**config.mk**
```make
export PLATFORM = sky130hd
export DESIGN_NAME = mem_ctrl
export DESIGN_NICKNAME = d
export VERILOG_FILES = /design/src/rtl/mem_ctrl.sv
export SDC_FILE = /design/constraint.sdc
export NUM_CORES = 1
export LEC_CHECK = 0
export ABC_AREA = 1
export BUFFER_PORTS_ARGS = -buffer_cell sky130_fd_sc_hd__clkbuf_2
export CAP_MARGIN = 20
export CORE_MARGIN = 2
export CORE_UTILIZATION = 35
export CTS_BUF_LIST = sky130_fd_sc_hd__clkbuf_8 sky130_fd_sc_hd__clkbuf_16
export CTS_CLUSTER_DIAMETER = 50
export DETAILED_ROUTE_END_ITERATION = 6
export MAX_ROUTING_LAYER = met4
export PLACE_DENSITY = 0.69
export SYNTH_ARGS = -nofsm -noshare
export SYNTH_HDL_FRONTEND = slang
export SYNTH_SLANG_ARGS = --single-unit
```
**constraint.sdc**
```tcl
create_clock -name clk -period 2.8 [get_ports clk]
set_clock_uncertainty 0.2 [all_clocks]
set_input_delay 0.7 -clock clk [delete_from_list [all_inputs] [get_ports clk]]
set_output_delay 0.7 -clock clk [all_outputs]
set_load 0.03 [all_outputs]
```
**src/rtl/mem_ctrl.sv**
```systemverilog
// ---------------------------------------------------------------------------
// mem_ctrl
// Shares one byte-wide RAM port between instruction fetch (IF) and the MEM
// stage. One requester is granted at a time (MEM first), every 1/2/4-byte
// access is split into byte transfers, little-endian words are assembled or
// disassembled, and each port stalls the pipeline until its access is done.
//
// Ports
//   clk, rst_n                      clock, asynchronous active-low reset
//   if_req/if_addr/if_cancel        4-byte fetch request, address, abort
//   if_data/if_done/stallreq_if     fetch result, done pulse, stall request
//   mem_req/mem_we/mem_sel          data access request, store flag, size
//   mem_addr/mem_wdata              data address, store data
//   mem_rdata/mem_done/stallreq_mem load result (zero-extended), done, stall
//   ram_addr/ram_we/ram_wdata       RAM byte address, write strobe, byte
//   ram_rdata                       RAM read byte, one cycle after address
// ---------------------------------------------------------------------------
module mem_ctrl #(
    parameter int RAM_AW = 17
) (
    input  logic              clk,
    input  logic              rst_n,
    input  logic              if_req,
    input  logic [31:0]       if_addr,
    input  logic              if_cancel,
    output logic [31:0]       if_data,
    output logic              if_done,
    output logic              stallreq_if,
    input  logic              mem_req,
    input  logic              mem_we,
    input  logic [1:0]        mem_sel,
    input  logic [31:0]       mem_addr,
    input  logic [31:0]       mem_wdata,
    output logic [31:0]       mem_rdata,
    output logic              mem_done,
    output logic              stallreq_mem,
    output logic [RAM_AW-1:0] ram_addr,
    output logic              ram_we,
    output logic [7:0]        ram_wdata,
    input  logic [7:0]        ram_rdata
);

    typedef enum logic [1:0] {
        ST_IDLE = 2'd0,
        ST_BUSY = 2'd1,
        ST_DONE = 2'd2
    } state_t;

    state_t              state_r, state_s;
    logic [2:0]          cnt_r, cnt_s;
    logic                own_mem_r, own_mem_s;
    logic                we_r, we_s;
    logic [2:0]          len_r, len_s;
    logic [RAM_AW-1:0]   base_r, base_s;
    logic [31:0]         wdata_r, wdata_s;
    logic [31:0]         data_r, data_s;
    logic [RAM_AW-1:0]   ram_addr_s;
    logic                ram_we_s;
    logic [7:0]          ram_wdata_s;
    logic [2:0]          cnt_inc_s;
    logic [2:0]          cnt_dec_s;
    logic                done_phase_s;
    logic                unused_s;

    // Byte count of an access; size code 3 behaves as a word.
    function automatic logic [2:0] access_len(input logic [1:0] sel);
        case (sel)
            2'd0:    access_len = 3'd1;
            2'd1:    access_len = 3'd2;
            default: access_len = 3'd4;
        endcase
    endfunction

    // Little-endian byte extraction: byte k lives in bits [8k+7:8k].
    function automatic logic [7:0] get_byte(input logic [31:0] word, input logic [1:0] idx);
        case (idx)
            2'd0:    get_byte = word[7:0];
            2'd1:    get_byte = word[15:8];
            2'd2:    get_byte = word[23:16];
            default: get_byte = word[31:24];
        endcase
    endfunction

    // Little-endian byte insertion into an assembled word.
    function automatic logic [31:0] put_byte(input logic [31:0] word, input logic [1:0] idx,
                                             input logic [7:0] b);
        put_byte = word;
        case (idx)
            2'd0:    put_byte[7:0]   = b;
            2'd1:    put_byte[15:8]  = b;
            2'd2:    put_byte[23:16] = b;
            default: put_byte[31:24] = b;
        endcase
    endfunction

    assign cnt_inc_s = cnt_r + 3'd1;
    assign cnt_dec_s = cnt_r - 3'd1;

    // Next-state, latched-request and next-cycle RAM port computation.
    always_comb begin
        state_s     = state_r;
        cnt_s       = cnt_r;
        own_mem_s   = own_mem_r;
        we_s        = we_r;
        len_s       = len_r;
        base_s      = base_r;
        wdata_s     = wdata_r;
        data_s      = data_r;
        ram_addr_s  = ram_addr;
        ram_we_s    = 1'b0;
        ram_wdata_s = ram_wdata;
        case (state_r)
            ST_IDLE: begin
                // MEM holds the older instruction, so it wins a tie.
                if (mem_req) begin
                    state_s     = ST_BUSY;
                    cnt_s       = 3'd0;
                    own_mem_s   = 1'b1;
                    we_s        = mem_we;
                    len_s       = access_len(mem_sel);
                    base_s      = mem_addr[RAM_AW-1:0];
                    wdata_s     = mem_wdata;
                    data_s      = 32'd0;
                    ram_addr_s  = mem_addr[RAM_AW-1:0];
                    ram_we_s    = mem_we;
                    ram_wdata_s = mem_we ? mem_wdata[7:0] : 8'd0;
                end else if (if_req && !if_cancel) begin
                    state_s     = ST_BUSY;
                    cnt_s       = 3'd0;
                    own_mem_s   = 1'b0;
                    we_s        = 1'b0;
                    len_s       = 3'd4;
                    base_s      = if_addr[RAM_AW-1:0];
                    wdata_s     = 32'd0;
                    data_s      = 32'd0;
                    ram_addr_s  = if_addr[RAM_AW-1:0];
                    ram_wdata_s = 8'd0;
                end else begin
                    state_s = ST_IDLE;
                end
            end
            ST_BUSY: begin
                if (!own_mem_r && if_cancel) begin
                    // Branch taken: the fetched word is no longer wanted.
                    state_s = ST_IDLE;
                end else if (we_r) begin
                    if (cnt_r == (len_r - 3'd1)) begin
                        state_s = ST_DONE;
                    end else begin
                        cnt_s       = cnt_inc_s;
                        ram_we_s    = 1'b1;
                        ram_addr_s  = base_r + {{(RAM_AW-3){1'b0}}, cnt_inc_s};
                        ram_wdata_s = get_byte(wdata_r, cnt_inc_s[1:0]);
                    end
                end else begin
                    // Read data trails the address by one cycle.
                    if (cnt_r != 3'd0) begin
                        data_s = put_byte(data_r, cnt_dec_s[1:0], ram_rdata);
                    end else begin
                        data_s = data_r;
                    end
                    if (cnt_r == len_r) begin
                        state_s = ST_DONE;
                    end else begin
                        cnt_s = cnt_inc_s;
                        if (cnt_inc_s < len_r) begin
                            ram_addr_s = base_r + {{(RAM_AW-3){1'b0}}, cnt_inc_s};
                        end else begin
                            ram_addr_s = ram_addr;
                        end
                    end
                end
            end
            ST_DONE: begin
                state_s = ST_IDLE;
            end
            default: begin
                state_s = ST_IDLE;
            end
        endcase
    end

    // State, request latches and registered RAM port.
    always_ff @(posedge clk or negedge rst_n) begin
        if (!rst_n) begin
            state_r   <= ST_IDLE;
            cnt_r     <= 3'd0;
            own_mem_r <= 1'b0;
            we_r      <= 1'b0;
            len_r     <= 3'd0;
            base_r    <= {RAM_AW{1'b0}};
            wdata_r   <= 32'd0;
            data_r    <= 32'd0;
            ram_addr  <= {RAM_AW{1'b0}};
            ram_we    <= 1'b0;
            ram_wdata <= 8'd0;
        end else begin
            state_r   <= state_s;
            cnt_r     <= cnt_s;
            own_mem_r <= own_mem_s;
            we_r      <= we_s;
            len_r     <= len_s;
            base_r    <= base_s;
            wdata_r   <= wdata_s;
            data_r    <= data_s;
            ram_addr  <= ram_addr_s;
            ram_we    <= ram_we_s;
            ram_wdata <= ram_wdata_s;
        end
    end

    // A cancel arriving in the done cycle still suppresses the fetch pulse.
    assign done_phase_s = (state_r == ST_DONE);
    assign if_done      = done_phase_s & ~own_mem_r & ~if_cancel;
    assign mem_done     = done_phase_s & own_mem_r;
    assign if_data      = if_done  ? data_r : 32'd0;
    assign mem_rdata    = mem_done ? data_r : 32'd0;
    assign stallreq_if  = if_req  & ~if_done;
    assign stallreq_mem = mem_req & ~mem_done;

    // Address bits above the RAM window are intentionally ignored.
    assign unused_s = ^{if_addr[31:RAM_AW], mem_addr[31:RAM_AW], cnt_dec_s[2]};

endmodule

```
==> reports/results.txt <==
Clock tree from TritonCTS: done
Clock-pin slew on the worst setup and hold paths: 60 ps
Final ANT Viol Nets: 0
Synthesized instance count: 858
Synth area leaders: dfrtp_1, nand2_1, o21ai_0, inv_1, nor2_1
Area Growth Syn to Fin: 27.9%
Port Buffers: 175
FP Rows: 49
Starting Density: 0.356
FF-to-FF Start: cnt_r[1]
Vias in the first global route: 5727
Fin crit share: 0.941
Post-synth top cells: nand2_1, dfrtp_1, inv_1, nor2_1, o21ai_0
Core ar.: 17900 µm²
Main synth FF type: dfrtp_1
Synthesis warning total: 0
Share of cells above drive strength 1: 0.237
Count of different cell masters after synthesis: 37
Die Width: 139 µm
GPL Wtd Cong: 0.876
Dpl cells: 1247
Setup TNS Final: 0 ps
Hold Violations, Final: 0
CTS resizes: 0
Finished Layout Cells: 1278
Initial antenna violation count: 0
Sequential area share after synthesis: 0.459
Hold slack: 41.9 ps
Crit Path Class: reg2out
Async SR Flop Fraction: 1.00
Clk_lat worst skew: 420 ps
CTS buffer count: 17
Post-CTS setup repair buffer count: 0
Syn Area/Cell: 7.43 µm²
Hold Path Class: in2async
First-pass GRT wire length: 29.4 mm
Final Critical Period: 2640 ps
Pin count of the biggest net entering global routing: 51
Layout Nets: 1163
Worst EP arrival: 1740 ps
Root buf cell: clkbuf_16
Final Setup Violations: 0
Max Clk Rate: 379 MHz
Pre-Repair DR Iteration Count: 5
Post-detail-place hpwl: 13.0 mm
Post-synth EDFFs: 0
Drt drc: 0
Status: finished clean
RSZ-0062 raised after global routing: no
Vias post-DR: 6072
Synth Cell Area: 6370 µm²
Yosys reg bits: 117
CP endpoint kind: output pin
Die span in y: 139 µm
Remaining global-route overflow: 0
Via/cell ratio: 4.75
Post-Syn Nets: 984
Slew margin rel.: 0.584
Max-Cap Viols: 0
CTS Hold Bufs: 0
Top cell type's share of synthesized area: 0.459
Tightest Pin Transition: 623 ps
Peak supply drop: 0.000656 V
DIE AREA: 19300 µm²
Max Slew Vio Count: 0
WL per Instance: 14.1 µm
Final Util: 0.455
Initial DRC count: 325
# clock sinks: 117
Antenna cells: 0
Final Total Pwr: 9.45 mW
I/O Pins: 206
Synth area leader: dfrtp_1
Gr usage total: 0.196
Worst-path fanout max: 32
Crit start category: flip-flop
P_leak: 4.32 nW
Worst Path Required: 1900 ps
Total wire length: 18.0 mm
Setup crit start: state_r[1]
Top-count cell post-synth: nand2_1
Clock buffer depth: 2
H-tree levels: 4
Pwr dens: 1160 nW/µm²
-- power breakdown --
group	switching [mW]	total, mW	internal (mW)
clock	0.771	2.19	1.42
sequential	0.405	2.85	2.44
combinational	3.04	4.41	1.37
-- state kept, by name, summed over array words and instances, names as in the netlist, 2 cells and up --
name       cells
wdata_r       32
ram_wdata      8
len_r          3
ram_addr      17
state_r        2
base_r        17
cnt_r          3
data_r        32
-- metrics by stage --
stage | instance area, µm² | setup WS (ps)
global placement | 7560 | 213
CTS | 8150 | 109
detailed placement | 7560 | 200
global route | 8150 | 3.18
finish | 8150 | 164
floorplan | 6390 | -97.9
-- worst max-delay path, cell delays in order (launching register included) --
cell,delay (ps)
dfrtp_1,370
inv_1,110
nor4_4,230
inv_1,100
buf_12,170
nor2_1,110
clkbuf_2,220
-- final timing paths --
kind,end,slack [ps],depth (start not counted)
setup / recovery,if_data[8],160,6
hold / removal,data_r[29],40,1
setup reg to reg,ram_addr[16],310,14
hold reg to reg,ram_addr[11],270,2
max in group asynchronous,base_r[4],1720,2
min in group clk,ram_addr[11],270,2
-- cell type report --
class                   instances  area, µm²
fillers                      1820       9750
flip-flops and latches        117       2930
multi-input cells             593       2830
repair buffers                197       1100
clock buffers                  19        453
inverters                     111        417
well taps                     229        287
clock inverters                12        136
-- cell families after synthesis --
group | Yosys count | share of synthesized area
fa+ha+maj | 14 | 0.0287
simple gates | 427 | 0.278
mux | 3 | 0.00471
xor+xnor | 1 | 0.00137
buf+inv | 148 | 0.0993
compound gates | 148 | 0.129
flops | 117 | 0.459
-- cells in the final DEF, fill, tap and decap left out, types with 2 or more instances in the layout --
master / Yosys / layout
nand2_1: 276 / 276
clkbuf_2: 0 / 174
dfrtp_1: 117 / 116
inv_1: 108 / 109
nor2_1: 96 / 96
o21ai_0: 87 / 87
a21oi_1: 27 / 27
nand3_1: 24 / 24
buf_4: 1 / 18
clkbuf_16: 0 / 17
ha_1: 13 / 13
nor3_1: 10 / 9
a22o_1: 8 / 8
o211ai_1: 8 / 8
o21ai_1: 8 / 8
clkinv_2: 0 / 7
a31oi_1: 5 / 5
nand4_1: 5 / 5
nand2_2: 4 / 4
buf_12: 0 / 4
nand3_2: 3 / 3
nor3_4: 3 / 3
mux2i_1: 3 / 3
bufinv_16: 0 / 3
inv_2: 2 / 2
nor2_4: 2 / 2
o21ai_2: 2 / 2
clkbuf_8: 1 / 2
-- per-layer routing --
| layer | global-route usage | vias up | wire length (µm) |
|---|---|---|---|
| met5 | - | - | 0 |
| met4 | 0.0606 | 0 | 338 |
| met3 | 0.0328 | 25 | 935 |
| met2 | 0.318 | 215 | 8700 |
| met1 | 0.252 | 2781 | 7990 |
| li1 | - | 3051 | - |
Power figures use the tool's default switching activity.
